[config.mk]
export PLATFORM = sky130hd
export DESIGN_NAME = lp_tree_deserializer
export DESIGN_NICKNAME = d
export VERILOG_FILES = /design/src/rtl/lp_tree_deserializer.sv
export SDC_FILE = /design/constraint.sdc
export NUM_CORES = 1
export LEC_CHECK = 0
export ABC_CLOCK_PERIOD_IN_PS = 2500
export CORE_ASPECT_RATIO = 2
export CORE_MARGIN = 1
export CORE_UTILIZATION = 60
export CTS_BUF_LIST = sky130_fd_sc_hd__clkbuf_4
export CTS_CLUSTER_SIZE = 28
export DETAILED_ROUTE_END_ITERATION = 10
export HOLD_SLACK_MARGIN = 0.05
export PLACE_DENSITY = 0.93
export SLEW_MARGIN = 10
export SYNTH_ARGS = -nofsm -noshare
export SYNTH_HDL_FRONTEND = slang
export SYNTH_SLANG_ARGS = --single-unit
[constraint.sdc]
create_clock -name CLK -period 2.5 [get_ports CLK]
set_clock_uncertainty 0.05 [all_clocks]
set_input_delay 0.75 -clock CLK [delete_from_list [all_inputs] [get_ports CLK]]
set_output_delay 0.75 -clock CLK [all_outputs]
set_load 0.03 [all_outputs]
[src/rtl/lp_tree_deserializer.sv]
// lp_tree_deserializer: receive side of the tree serial link.
// Captures a framed bit stream (start=1, WIDTH data bits, stop=0) and
// reassembles it into a parallel word. When TREE_ORDER=1 the output index
// is the bit-reverse of the serial index, undoing the tree serializer.
module lp_tree_deserializer #(
  parameter int WIDTH      = 16,
  parameter bit TREE_ORDER = 1'b1
) (
  input  logic             CLK,
  input  logic             RESET,
  input  logic             VPWR,
  input  logic             VGND,
  input  logic             SERIAL_IN,
  output logic [WIDTH-1:0] PAR_OUT,
  output logic             PAR_VALID,
  output logic             FRAME_ERR
);

  localparam int            CW   = $clog2(WIDTH);
  localparam logic [CW-1:0] LAST = CW'(WIDTH - 1);

  typedef enum logic [1:0] {
    IDLE  = 2'd0,
    SHIFT = 2'd1,
    STOP  = 2'd2
  } state_t;

  state_t           state;
  state_t           state_nxt;
  logic [CW-1:0]    bit_cnt;
  logic [WIDTH-1:0] sr;
  logic [WIDTH-1:0] mapped;
  logic             frame_good;
  logic             frame_bad;

  // Power pins carry no logic; fold them into a sink so they are not dangling.
  logic unused_power;
  assign unused_power = VPWR ^ VGND;

  // Reverse the bit order of a serial index over log2(WIDTH) bits.
  function automatic logic [CW-1:0] rev_idx(input logic [CW-1:0] s);
    logic [CW-1:0] r;
    for (int k = 0; k < CW; k++) begin
      r[k] = s[CW-1-k];
    end
    return r;
  endfunction

  // Map the shift register (serial index order) onto output bit positions.
  always_comb begin
    // NOTE: every variable driven here gets a default first, so no path
    // through the block can leave it unassigned and infer a latch.
    mapped = '0;
    for (int s = 0; s < WIDTH; s++) begin
      if (TREE_ORDER) begin
        mapped[rev_idx(CW'(s))] = sr[s];
      end else begin
        mapped[s] = sr[s];
      end
    end
  end

  // Next-state logic and stop-bit qualification.
  always_comb begin
    state_nxt  = state;
    frame_good = 1'b0;
    frame_bad  = 1'b0;
    case (state)
      IDLE: begin
        if (SERIAL_IN) begin
          state_nxt = SHIFT;
        end
      end
      SHIFT: begin
        if (bit_cnt == LAST) begin
          state_nxt = STOP;
        end
      end
      STOP: begin
        // The stop-bit sample is consumed here; a bad 1 is never reused
        // as a start bit because IDLE only samples from the next cycle.
        state_nxt  = IDLE;
        frame_good = ~SERIAL_IN;
        frame_bad  = SERIAL_IN;
      end
      default: begin
        state_nxt = IDLE;
      end
    endcase
  end

  // State register with synchronous reset.
  always_ff @(posedge CLK) begin
    // NOTE: sequential state uses non-blocking assignments so every register
    // samples the pre-edge values regardless of statement order.
    if (RESET) begin
      state <= IDLE;
    end else begin
      state <= state_nxt;
    end
  end

  // Datapath: bit counter, shift register, output word and strobes.
  always_ff @(posedge CLK) begin
    if (RESET) begin
      bit_cnt   <= '0;
      sr        <= '0;
      PAR_OUT   <= '0;
      PAR_VALID <= 1'b0;
      FRAME_ERR <= 1'b0;
    end else begin
      PAR_VALID <= frame_good;
      FRAME_ERR <= frame_bad;
      if (frame_good) begin
        PAR_OUT <= mapped;
      end
      if (state == IDLE) begin
        bit_cnt <= '0;
      end else if (state == SHIFT) begin
        sr[bit_cnt] <= SERIAL_IN;
        // Hold at terminal count instead of wrapping; the value is unused
        // until IDLE clears it for the next frame.
        if (bit_cnt != LAST) begin
          bit_cnt <= bit_cnt + 1'b1;
        end
      end
    end
  end

endmodule

# Yosys cells after proc, flatten, opt, wreduce, memory -nomap -nowiden
# Index checks and enable logic that the tools add are counted.
totals:
  reg_bits: 40
  elab_cells: 32
  output_inout_bits: 18
classes:
  n_reduce_logical: 7
  bitwise: 3
  n_addsub: 1
  n_lt_le_gt_ge: 2
  eq_ne: 6
  mux: 7
op_table:
  columns: ["cell", "count"]
  rows:
  - ["16-bit bitwise mux", 1]
  - ["2-bit AND reduction", 3]
  - ["4-bit by 5-bit < comparator with 1-bit output, second input constant", 1]
  - ["4-bit by 1-bit adder with 4-bit output, second input constant", 1]
  - ["1-bit demux with 4-bit select", 1]
  - ["4-bit equality test, second input constant", 1]
  - ["4-bit by 1-bit greater-or-equal comparator with 1-bit output, second input constant", 1]
  - ["2-bit two-way mux", 2]
  - ["2-bit != test, second input constant", 2]
  - ["4-bit != test, second input constant", 1]
  - ["2-bit one-hot mux with 2 select lines", 1]
  - ["2-bit OR reduction", 2]
  - ["1-bit NOT", 3]
  - ["2-bit by 1-bit equality test with 1-bit output, second input constant", 1]
  - ["2-bit equality test, second input constant", 1]
  - ["2-bit logical NOT", 1]
  - ["1-bit two-way mux", 2]
  - ["1-bit logical AND", 1]

# Logic depth before layout (Yosys ltp)
# Gate-level depths: netlist of run 1.
depth:
  depth_word: 5
  ltp_mapped: 5
  depth_no_buf: 5

# Worst setup path before layout of run 1
# Ideal clock, no wire load.
synth_path:
  path_type: "input to register"
  startpoint: "input SERIAL_IN"
  endpoint: "register PAR_OUT[10]"
  setup_time_ps: 134
  t_arrival_ps: 1496
  t_required_ps: 2316
  stages: 5
  path_slack_ps: 820
  cell_sequence: "or3b_1 > buf_6 > buf_8 > nand2_1 > a21oi_1"
synth_between:
  elab_chain_len: 2
synth_rtl:
  columns: ["element", "line_no", "source"]
  rows:
  - ["from (decl)", "13", "input logic SERIAL_IN,"]
  - ["1-bit NOT", "83", "frame_good = ~SERIAL_IN;"]
  - ["1-bit two-way mux", "68", "case (state)"]
  - ["to (signal assigned)", "115", "PAR_OUT <= mapped;"]
  - ["to (decl)", "14", "output logic [WIDTH-1:0] PAR_OUT,"]
# Every way passes these cells.
# A chain may end at the register's enable or synchronous reset.

# Worst setup path after layout of run 1
layout_path:
  startpoint: "register PAR_OUT[0]"
  endpoint: "output PAR_OUT[0]"
# No word-level cell between the ends.

==> results_dict.tcl, run 1 <==
set metrics [dict create \
    status "finished, final reports clean" \
    yosysSeqAreaShare_pct 47.3 \
    cts_num_sinks 40 \
    synth-seq-cells 40 \
    crit_path_cell_trace "clkdlybuf4s50_1" \
    cts_repair_resize_count 0 \
    synth.yosys.warnings 0 \
    max_cap_violations 0 \
    io-pin-count 23 \
    power_report.internal_total_w 0.000866 \
    hold_path.class "register to register" \
    post-cts-setup-buffer-count 0 \
    die_h_um 77.1 \
    final_max_tran_viols 0 \
    power.clock.fraction_pct 38.3 \
    placement_rows 26 \
    numCtsBuffers 5 \
    crit_family "buffers and inverters" \
    htree_levels 2 \
    leakage_nw 0.775 \
    clk_pin_slew_worst_paths_ns 0.13 \
    postSynthAreaPerCell_um2 9.00 \
    crit_path_end_kind "primary output" \
    synthDominantAreaCellType "sky130_fd_sc_hd__dfxtp_1" \
    detailroute.via_count 1297 \
    share_seq_of_total_power_pct 58.2 \
    placeableCoreArea_um2 2600 \
    worst-slew-pin-transition_ns 0.598 \
    synthXorXnorAreaFrac_pct 0 \
    report.final.hold_viol_count 0 \
    grt_first_pass_wirelength_um 5260 \
    cp.buffers_inverters 1 \
    critPathLaunchType "register" \
    crit_path_max_incr_delay_ns 0.68 \
    finalCritPeriodShare_pct 88.5 \
    clock_latency_late_sink_ns 0.36 \
    fraction_of_post_synthesis_cell_area_in_the_top_cell_type_by_area_pct 47.3 \
    grt_setup_unrepaired "false" \
    critical-path-slowest-cell "sky130_fd_sc_hd__clkdlybuf4s50_1" \
    global_route.usage.total_pct 24.5 \
    clock_tree.root_cell "sky130_fd_sc_hd__clkbuf_4" \
    syn_nets 197 \
    routed_wl_um 3170 \
    synth.area.top_cells "sky130_fd_sc_hd__dfxtp_1 47%, sky130_fd_sc_hd__mux2i_1 11%, sky130_fd_sc_hd__nand2_1 10%" \
    grt_remaining_overflow 0 \
    fmax_mhz 452 \
    post_synthesis_adder_cell_area_fraction_pct 2.96 \
    critPathKind "register to primary output" \
    switching_power_w 0.000244 \
    hpwl_um 2180 \
    remaining_drc_errors 0 \
    port_buffers 20 \
    cts_tree "built" \
    swShare_pct 22.0 \
    final_number_of_setup_violating_endpoints 0 \
    post_synth_instance_area_um2 1690 \
    power_per_cell_area_nw_per_um2 570 \
    grt_antenna_before_repair 0 \
    crit_fanout 2 \
    final_net_count 214 \
    initial_core_utilization_pct 65.0 \
    worst_ep_arrival_time_ns 1.41 \
    cts_hold_repair.buffers 0 \
    chipWidth_um 39.5 \
    comb_power_share_pct 3.5 \
    setup_total_negative_slack_ns 0 \
    detailedRoute.firstPassIterationCount 4 \
    area_growth_from_synthesis_to_layout_pct 15.2 \
    drt_iter0_drc 63 \
    ir_worst_vdd_v 0.000548 \
    synth.distinct_cells 25 \
    avgRoutedWirePerCell_um 13.5 \
    final_layout_size_suffix_gt1_share_pct 6.80 \
    per_cell_via_count_in_the_routed_design 5.54 \
    period_needed_ns 2.21 \
    grt_start_max_net_pins 37 \
    synth_compound_area_share_pct 7.32 \
    synth-simple-area-share_pct 26.0 \
    postSynthCellCount 188 \
    grt_pass1_vias 1161 \
    hold_ws_ns 0.409 \
    synth_top_family_by_area "simple AND/OR/NAND/NOR gates" \
    globalplace.congestion 0.800 \
    drt.antenna.violating_nets 0 \
    cts.path.max_buffers 2 \
    antenna_cells 0 \
    worstPathRequired_ns 1.70 \
    share_of_synthesized_area_spent_on_multiplexers_pct 10.7 \
    slew_headroom_pct 60.2 \
    fp.dieArea_um2 3050 \
]
layer usage:
layer	vias up	GRT usage [%]	part of all wire, %
met2	34	39.5	55
met5	-	0	0
met3	8	6.36	3.7
met4	0	11.4	2.5
met1	608	28.3	39
li1	647	-	-
kinds of logic (layout without fill, tap and decap cells):
group           after synthesis  in the layout
compound gates               22             22
fa+ha+maj                     4              4
buf+inv                      17             35
flops                        40             40
mux                          18             18
simple gates                 87             87
area by class of cell:
class	count	area [um^2]
Sequential cell	40	801
Multi-Input combinational cell	131	795
Fill cell	185	654
Timing Repair Buffer	23	223
Clock inverter	3	42.5
Clock buffer	5	37.5
Tap cell	28	35.0
Inverter	4	15.0
flip-flops by register name, indices dropped and copies added, names as in the netlist:
name	cells
sr	16
state	2
FRAME_ERR	1
PAR_VALID	1
PAR_OUT	16
bit_cnt	4
power by group through the flow:
stage / registers, W / clock network [W] / logic [W]
floorplan: 0.000656 / 0 / 0.0000317
global placement: 0.000659 / 0 / 0.0000365
detailed placement: 0.000660 / 0 / 0.0000385
CTS: 0.000646 / 0.000432 / 0.0000388
global route: 0.000647 / 0.000468 / 0.0000429
finish: 0.000646 / 0.000425 / 0.0000393
cell usage in the layout, fill, tap and decap left out, types with 2 or more instances in the layout:
master,synthesis,final
sky130_fd_sc_hd__a21oi_1,18,18
sky130_fd_sc_hd__and3b_1,4,4
sky130_fd_sc_hd__buf_4,0,3
sky130_fd_sc_hd__clkbuf_4,0,5
sky130_fd_sc_hd__clkdlybuf4s50_1,0,20
sky130_fd_sc_hd__dfxtp_1,40,40
sky130_fd_sc_hd__ha_1,4,4
sky130_fd_sc_hd__inv_1,4,4
sky130_fd_sc_hd__mux2i_1,18,18
sky130_fd_sc_hd__nand2_1,47,47
sky130_fd_sc_hd__nand2b_1,17,17
sky130_fd_sc_hd__nand3_1,7,7
sky130_fd_sc_hd__nand3b_1,2,2
sky130_fd_sc_hd__nor2_1,3,3
sky130_fd_sc_hd__nor2b_1,2,2
synthesized netlist by cell type:
| cell | number |
|---|---|
| sky130_fd_sc_hd__a21oi_1 | 18 |
| sky130_fd_sc_hd__a21oi_2 | 1 |
| sky130_fd_sc_hd__and3b_1 | 4 |
| sky130_fd_sc_hd__buf_2 | 5 |
| sky130_fd_sc_hd__buf_6 | 2 |
| sky130_fd_sc_hd__buf_8 | 1 |
| sky130_fd_sc_hd__clkbuf_1 | 5 |
| sky130_fd_sc_hd__dfxtp_1 | 40 |
| sky130_fd_sc_hd__ha_1 | 4 |
| sky130_fd_sc_hd__inv_1 | 4 |
| sky130_fd_sc_hd__mux2i_1 | 18 |
| sky130_fd_sc_hd__nand2_1 | 47 |
| sky130_fd_sc_hd__nand2_2 | 1 |
| sky130_fd_sc_hd__nand2b_1 | 17 |
| sky130_fd_sc_hd__nand3_1 | 7 |
| sky130_fd_sc_hd__nand3b_1 | 2 |
| sky130_fd_sc_hd__nor2_1 | 3 |
| sky130_fd_sc_hd__nor2b_1 | 2 |
| sky130_fd_sc_hd__nor3_1 | 1 |
| sky130_fd_sc_hd__nor3b_4 | 1 |
| sky130_fd_sc_hd__nor4bb_1 | 1 |
| sky130_fd_sc_hd__o21ai_0 | 1 |
| sky130_fd_sc_hd__o21ba_2 | 1 |
| sky130_fd_sc_hd__o311a_1 | 1 |
| sky130_fd_sc_hd__or3b_1 | 1 |
path summary, 6_finish.rpt:
path / start / to / slack, ns / cells past startpoint
max: PAR_OUT[0] / PAR_OUT[0] / 0.29 / 1
min: sr[5] / PAR_OUT[10] / 0.41 / 2
max reg2reg: state[1] / PAR_OUT[0] / 0.88 / 3
min reg2reg: sr[5] / PAR_OUT[10] / 0.41 / 2
through the flow:
step / power, W / utilization, % / setup WS [ns] / area (um^2) / cells
global placement: 0.000696 / 71.8 / 0.288 / 1870 / 226
floorplan: 0.000688 / - / 0.820 / 1690 / 188
detailed placement: 0.000698 / 71.8 / 0.243 / 1870 / 226
CTS: 0.00112 / 74.9 / 0.284 / 1950 / 234
finish: 0.00111 / 74.9 / 0.288 / 1950 / 234
global route: 0.00116 / 74.9 / 0.238 / 1950 / 234
(Power assumes the default switching activity.)
==> inputs of run 2 (changes only) <==
--- a/config.mk
+++ b/config.mk
@@ -14,6 +14,7 @@
 export DETAILED_ROUTE_END_ITERATION = 10
 export HOLD_SLACK_MARGIN = 0.05
 export PLACE_DENSITY = 0.93
+export REMOVE_ABC_BUFFERS = 1
 export SLEW_MARGIN = 10
 export SYNTH_ARGS = -nofsm -noshare
 export SYNTH_HDL_FRONTEND = slang
==> run 2 against run 1 <==
- maximum frequency up 0.62%
- worst setup slack gained 0.014 ns
- clock power down 2%
- global-route usage is 0.63 points higher
- cell area unchanged
- sequential power barely moved
- first-iteration DRC count stayed put
- sequential share of layout area stayed put
- critical path depth did not move
- core utilization unchanged
- register-to-register slack better by 0.07 ns
==> results_dict.tcl, run 2 (synthesis results as in run 1) <==
set metrics [dict create \
    filler_cell_count 191 \
    ir_worst_vdd_v 0.000530 \
    layout_commonest_cell "sky130_fd_sc_hd__nand2_1" \
    die_h_um 77.1 \
    crit_family "buffers and inverters" \
    status "finished, final reports clean" \
    per_cell_via_count_in_the_routed_design 5.62 \
    finish.utilization_pct 74.9 \
    critical-path-slowest-cell "sky130_fd_sc_hd__clkdlybuf4s50_1" \
    cts_hold_repair.buffers 0 \
    port_buffers 20 \
    cts_tree "built" \
    worstPathRequired_ns 1.70 \
    period_needed_ns 2.20 \
    detailedRoute.firstPassIterationCount 4 \
    critical_path.reg2reg.endpoint "PAR_OUT[3]" \
    slew_headroom_pct 59.5 \
    timing.rr.start "state[1]" \
    antenna_cells 0 \
    critical_path.startpoint "PAR_OUT[13]" \
    placement_rows 26 \
    area_growth_from_synthesis_to_layout_pct 15.2 \
    drt_iter0_drc 63 \
    total_power_w 0.00110 \
    worst_ep_arrival_time_ns 1.40 \
    numCtsBuffers 5 \
    power.clock.fraction_pct 37.9 \
    setup_total_negative_slack_ns 0 \
    swShare_pct 21.5 \
    avgRoutedWirePerCell_um 13.9 \
    hold_path.class "register to register" \
    final_net_count 214 \
    leakage_nw 0.773 \
    report.final.hold_viol_count 0 \
    cp.buffers_inverters 1 \
    crit_fanout 2 \
    grt_pass1_vias 1238 \
    largestRegisters "PAR_OUT x16, sr x16, bit_cnt x4" \
    cts.path.max_buffers 2 \
    final_layout_size_suffix_gt1_share_pct 7.28 \
    r2r_setup_slk_ns 0.95 \
    multi_input_logic_area_um2 795 \
    critPathLaunchType "register" \
    finalCritPeriodShare_pct 87.9 \
    share_seq_of_total_power_pct 58.6 \
    global_route.usage.total_pct 25.2 \
    critPathKind "register to primary output" \
    worst-slew-pin-transition_ns 0.608 \
    cts_repair_resize_count 0 \
    hpwl_um 2260 \
    post-cts-setup-buffer-count 0 \
    crit_path_max_incr_delay_ns 0.68 \
    clk_pin_slew_worst_paths_ns 0.12 \
    grt_start_max_net_pins 36 \
    htree_levels 2 \
    initial_core_utilization_pct 65.0 \
    chipWidth_um 39.5 \
    power_report.internal_total_w 0.000865 \
    globalplace.congestion 0.780 \
    reg2regPathDepth 3 \
    max_cap_violations 0 \
    grt_remaining_overflow 0 \
    setup.worst_path.end "PAR_OUT[13]" \
    grt_setup_unrepaired "false" \
    placed_cell_area_um2 1870 \
    post-route-cell-area_um2 1950 \
    comb_power_share_pct 3.5 \
    final_max_tran_viols 0 \
    grt_first_pass_wirelength_um 5400 \
    power_per_cell_area_nw_per_um2 566 \
    routed_wl_um 3250 \
    clock_tree.root_cell "sky130_fd_sc_hd__clkbuf_4" \
    final_cell_mix "47 x sky130_fd_sc_hd__nand2_1, 40 x sky130_fd_sc_hd__dfxtp_1, 20 x sky130_fd_sc_hd__clkdlybuf4s50_1, 18 x sky130_fd_sc_hd__a21oi_1, 18 x sky130_fd_sc_hd__mux2i_1" \
    crit_path_end_kind "primary output" \
    fp.dieArea_um2 3050 \
    area.sequential_um2 801 \
    remaining_drc_errors 0 \
    final_number_of_setup_violating_endpoints 0 \
    drt.antenna.violating_nets 0 \
    grt_antenna_before_repair 0 \
    crit_path_cell_trace "clkdlybuf4s50_1" \
    io-pin-count 23 \
    fmax_mhz 455 \
    placeableCoreArea_um2 2600 \
    clock_latency_late_sink_ns 0.35 \
    cts_num_sinks 40 \
    crit_cells 1 \
    switching_power_w 0.000237 \
    detailroute.via_count 1315 \
]
[run 2: layout make-up]
class                           instances  share of cell area (%)
Clock buffer                            5                    1.93
Clock inverter                          3                    2.18
Inverter                                4                   0.771
Multi-Input combinational cell        131                    40.8
Sequential cell                        40                    41.1
Tap cell                               28                    1.80
Timing Repair Buffer                   23                    11.4
[run 2: worst min path at each step]
stage	startpoint	end	slack, ns	cells after the start
after CTS	sr[0]	PAR_OUT[0]	0.41	2
after global routing	PAR_OUT[4]	PAR_OUT[4]	0.43	2
after global placement	sr[9]	PAR_OUT[9]	0.39	2
final	sr[0]	PAR_OUT[0]	0.41	2
after detailed placement	sr[2]	PAR_OUT[4]	0.39	2
after floorplan	sr[0]	PAR_OUT[0]	0.38	2
[run 2: metal layers]
| metal | routed length, um | vias to the layer above | GRT usage (%) |
|---|---|---|---|
| met4 | 61 | 0 | 9.31 |
| met1 | 1210 | 628 | 28.4 |
| met2 | 1860 | 31 | 43.0 |
| met3 | 123 | 6 | 5.20 |
| li1 | - | 650 | - |
| met5 | 0 | - | 0 |
[run 2: power groups by stage]
| stage | clock network, W | registers (W) | logic, W |
|---|---|---|---|
| 5_1_grt | 0.000455 | 0.000646 | 0.0000424 |
| 3_3_place_gp | 0 | 0.000659 | 0.0000370 |
| 6_report | 0.000418 | 0.000646 | 0.0000388 |
| 3_5_place_dp | 0 | 0.000660 | 0.0000386 |
| 2_1_floorplan | 0 | 0.000659 | 0.0000204 |
| 4_1_cts | 0.000427 | 0.000645 | 0.0000389 |
[run 2: per-stage QoR]
step | setup WS, ns | hold WS, ns | cells
finish | 0.302 | 0.408 | 234
global route | 0.256 | 0.430 | 234
CTS | 0.291 | 0.413 | 234
detailed placement | 0.251 | 0.394 | 226
global placement | 0.294 | 0.389 | 226
floorplan | 0.845 | 0.376 | 175
